File: config.mk
export PLATFORM = sky130hd
export DESIGN_NAME = ref_row_fetcher
export DESIGN_NICKNAME = d
export VERILOG_FILES = /design/src/rtl/ref_row_fetcher.sv
export SDC_FILE = /design/constraint.sdc
export NUM_CORES = 1
export LEC_CHECK = 0
export ABC_CLOCK_PERIOD_IN_PS = 2400
export BUFFER_PORTS_ARGS = -buffer_cell sky130_fd_sc_hd__clkbuf_2
export CAP_MARGIN = 5
export CELL_PAD_IN_SITES_DETAIL_PLACEMENT = 1
export CELL_PAD_IN_SITES_GLOBAL_PLACEMENT = 2
export CORE_ASPECT_RATIO = 1.2
export CORE_UTILIZATION = 27
export CTS_CLUSTER_DIAMETER = 40
export DETAILED_ROUTE_END_ITERATION = 6
export PLACE_DENSITY_LB_ADDON = 0.1
export SLEW_MARGIN = 20
export SYNTH_ARGS = -nofsm -noshare
export SYNTH_HDL_FRONTEND = slang
export SYNTH_SLANG_ARGS = --single-unit
File: constraint.sdc
create_clock -name clk_i -period 2.4 [get_ports clk_i]
set_input_delay 0.6 -clock clk_i [delete_from_list [all_inputs] [get_ports clk_i]]
set_output_delay 0.6 -clock clk_i [all_outputs]
set_load 0.1 [all_outputs]
File: src/rtl/ref_row_fetcher.sv
// Fetches NUM_ROWS search-window rows (23 pixels, 184 b each) from a 64-bit word memory,
// three reads per row, and hands each row downstream over a valid/ready port.
module ref_row_fetcher #(
  parameter int ADDR_W     = 16,
  parameter int NUM_ROWS   = 23,
  parameter int ROW_STRIDE = 4
) (
  input  logic              clk_i,
  input  logic              rst_i,
  input  logic              start_i,
  input  logic [ADDR_W-1:0] base_addr_i,
  output logic              mem_rd_o,
  output logic [ADDR_W-1:0] mem_addr_o,
  input  logic [63:0]       mem_rdata_i,
  input  logic              mem_rvalid_i,
  output logic [183:0]      row_data_o,
  output logic              row_valid_o,
  input  logic              row_ready_i,
  output logic              busy_o,
  output logic              done_o
);

  localparam int ROW_W = (NUM_ROWS > 1) ? $clog2(NUM_ROWS) : 1;
  localparam logic [ROW_W-1:0] LAST_ROW = ROW_W'(NUM_ROWS - 1);

  typedef enum logic [1:0] {ST_IDLE, ST_REQ, ST_WAIT, ST_OUT} state_e;

  state_e              state_q, state_d;
  logic [ADDR_W-1:0]   row_addr_q, row_addr_d;  // base + row*ROW_STRIDE, stepped per row
  logic [ROW_W-1:0]    row_q, row_d;
  logic [1:0]          word_q, word_d;
  logic [183:0]        data_q, data_d;
  logic                done_q, done_d;

  always_ff @(posedge clk_i) begin
    if (rst_i) begin
      state_q    <= ST_IDLE;
      row_addr_q <= '0;
      row_q      <= '0;
      word_q     <= '0;
      data_q     <= '0;
      done_q     <= 1'b0;
    end else begin
      state_q    <= state_d;
      row_addr_q <= row_addr_d;
      row_q      <= row_d;
      word_q     <= word_d;
      data_q     <= data_d;
      done_q     <= done_d;
    end
  end

  // Row port: a row transfers on any cycle where row_valid_o and row_ready_i are both high;
  // row_valid_o comes straight from state, so it never depends on row_ready_i in the same cycle.
  always_comb begin
    state_d    = state_q;
    row_addr_d = row_addr_q;
    row_d      = row_q;
    word_d     = word_q;
    data_d     = data_q;
    done_d     = 1'b0;
    case (state_q)
      ST_IDLE: begin
        // done_q marks the completion cycle, where a new start is still ignored
        if (start_i && !done_q) begin
          row_addr_d = base_addr_i;
          row_d      = '0;
          word_d     = '0;
          state_d    = ST_REQ;
        end
      end
      ST_REQ: state_d = ST_WAIT;
      ST_WAIT: begin
        if (mem_rvalid_i) begin
          case (word_q)
            2'd0:    data_d[63:0]    = mem_rdata_i;
            2'd1:    data_d[127:64]  = mem_rdata_i;
            default: data_d[183:128] = mem_rdata_i[55:0];
          endcase
          if (word_q == 2'd2) begin
            state_d = ST_OUT;
          end else begin
            word_d  = word_q + 2'd1;
            state_d = ST_REQ;
          end
        end
      end
      ST_OUT: begin
        if (row_ready_i) begin
          if (row_q == LAST_ROW) begin
            done_d  = 1'b1;
            state_d = ST_IDLE;
          end else begin
            row_d      = row_q + ROW_W'(1);
            row_addr_d = row_addr_q + ADDR_W'(ROW_STRIDE);
            word_d     = '0;
            state_d    = ST_REQ;
          end
        end
      end
      default: state_d = ST_IDLE;
    endcase
  end

  assign mem_rd_o    = (state_q == ST_REQ);
  assign mem_addr_o  = row_addr_q + ADDR_W'(word_q);
  assign row_data_o  = data_q;
  assign row_valid_o = (state_q == ST_OUT);
  assign busy_o      = (state_q != ST_IDLE);
  assign done_o      = done_q;

endmodule

==> results.ini <==
[sta]
relSlewSlack_pct = 57.30
worst_slack_ps = -270.9
hold_violations = 0
period_share_pct = 111.3
finalCriticalPeriod_ps = 2671
finalSetupViolations = 14
slew_viol_final = 0
tightest_slew_ps = 640.6
rsz0062_at_grt = yes
max_freq_mhz = 374.4
skew_ps = 22.87
timing.hold.ws_ps = 329.4

[grt]
grt-ovfl-total = 0
antenna_found_initial = 0
grt_pass1_wl_um = 46550
grt_max_degree = 71
first_global_vias = 8296
grt_usage_pct = 18.94

[job]
maxCapViolCount = 0

[logic_synthesis]
synth_cell_types = 54
synth_edf_count = 0
syn_nets = 1132
synth_area_um2 = 8209
avgSynthCellArea_um2 = 7.909
seq_area_frac_synth_pct = 51.21
synthArstFlopShare_pct = 0
synth-seq-cells = 210
ys.flop_type = dfxtp_1
yosys_warnings = 0
synth_cells = 1038

[final_layout]
syn_to_final_growth_pct = 50.89
layout.nets = 1446
final_common_cell = nand2_1
final_cell_mix = 390 x nand2_1, 271 x clkbuf_2, 205 x a21oi_1
drive_gt1_share_pct = 34.61
fin_util_pct = 41.59

[critical_path]
r2r-start = row_addr_q[6]
crit_slowest_cell = dfxtp_2
r2r-end = row_addr_q[11]
cp.required_ps = 1800
cp_top_family = adder cells
worstPathMaxFanout = 7
cp-end-kind = output pin
critical_path_buf_inv_count = 3
crit_type = reg -> out
crit_chain = ha_4 > inv_2 > fa_2 > buf_8 > nor3_4 > xor2_4 > buf_12
cp.arrival_ps = 2070
reg2reg_slack_ps = 200
start_kind = flip-flop
max_stage_delay_ps = 350
r2r_cells = 12

[status]
outcome = finished with violations
violations = setup timing

[clock_network]
htree_levels = 2
clockRootBuffer = clkbuf_16
path_clk_slew_ps = 50
clkSinkCount = 210
cts_buffers = 37
cts_tree = yes
clkLatencyLatePin_ps = 500
cts_max_path_buffers = 3
cts_hold_buf = 0

[power_and_ir_drop]
vdd_drop_max_mv = 0.4756
powerDensity_nw_per_um2 = 835.8
finalPower_mw = 10.35
p_leak_nw = 4.998

[drt]
wl_um = 29870
drt_first_pass_iters = 4
drc = 0
drt-vias-per-instance = 4.652
drtIter0Drc = 284
vias = 8243
wl_per_cell_um = 16.86
drtAntennaViolNets = 0

[min_path]
hold_depth = 3
hp-class = in -> reg
min_to = row_data_o[126]
hold_start = mem_rdata_i[62]

[floorplanning]
ios = 289
dieArea_um2 = 31110
die_h_um = 193.0
start_util_pct = 27.56
fp.coreArea_um2 = 29780
row_count = 69
die_w_um = 161.2

[placement]
gp_congestion = 0.7643
dp_hpwl_um = 19870
numPortBuffers = 288

worst min-delay path: cells and delay by family:
family / cells / cell delay [ps]
AOI/OAI and AO/OA: 1 / 50
buffers and inverters: 1 / 90
and+or+nand+nor: 1 / 50
layer usage:
metal / share of wire (%) / global-route usage (%)
met5: 0 / 0
met4: 1.6 / 5.007
met3: 7.8 / 6.417
met2: 48 / 32.16
met1: 42 / 22.82
cell type report:
cell class	count	area, µm²
fillers	3615	17400
flip-flops and latches	210	4222
multi-input cells	742	3969
repair buffers	350	2305
clock buffers	47	1046
well taps	390	488.0
clock inverters	21	314.1
inverters	11	41.29
diodes	1	2.502
logic make-up (layout without fill, tap and decap cells):
group / after synthesis / in the layout / synth area share (%)
other: 0 / 1 / 0
and+or+nand+nor: 476 / 476 / 24.45
adders and majority gates: 9 / 9 / 1.463
DFF: 210 / 210 / 51.21
xor gates and xnor gates: 14 / 14 / 1.494
AOI/OAI and AO/OA: 243 / 243 / 16.08
buffers and inverters: 86 / 429 / 5.304
cells in the mapped netlist, types with 8 or more instances:
library cell	number	share of area, %
o21ai_0	12	0.73
a21oi_1	205	12
nor2_1	15	0.69
ha_1	8	1.2
buf_4	20	1.8
inv_1	10	0.46
dfxtp_1	210	51
nand2_1	391	18
nand3_1	11	0.67
xor2_1	8	0.85
clkbuf_1	33	1.5
buf_2	12	0.73
power breakdown:
group          leakage [nW]  switching, mW  internal (mW)
registers              1.70         0.0470           3.55
logic                  2.65          0.737          0.318
clock network         0.653           1.85           3.85
total                  5.00           2.63           7.72
how the worst max path moves through the flow:
stage	depth (start not counted)	slack, ps	from	end
after global placement	8	60	row_addr_q[0]	mem_addr_o[14]
after CTS	7	-370	row_addr_q[0]	mem_addr_o[12]
after floorplan	4	-160	row_addr_q[12]	mem_addr_o[15]
final	7	-270	row_addr_q[0]	mem_addr_o[12]
after global routing	8	-340	row_addr_q[0]	mem_addr_o[14]
after detailed placement	8	40	row_addr_q[0]	mem_addr_o[14]
registers in the layout, indices dropped and copies added (netlist names):
register / cells
row_data_o: 184
word_q: 2
row_addr_q: 16
row_q: 5
state_q: 2
done_o: 1
timing repair:
item                                    in CTS  in global routing
endpoints found under the setup margin      14                 16
gates cloned                                 0                  0
hold endpoints to repair                     0                  0
resized for setup                           33                  7
setup buffers                               15                  8
pin swaps                                    8                  8
stage by stage:
step                TNS [ps]  area (µm²)  std cells  worst slack (ps)
finish                 -3252       12390       1772            -270.9
global route           -4305       12380       1771            -343.6
detailed placement         0       10740       1682             35.30
global placement           0       10740       1682             60.53
CTS                    -4005       12320       1765            -368.6
floorplan             -630.0        8522       1038            -161.0
Power figures use the tool's default switching activity.
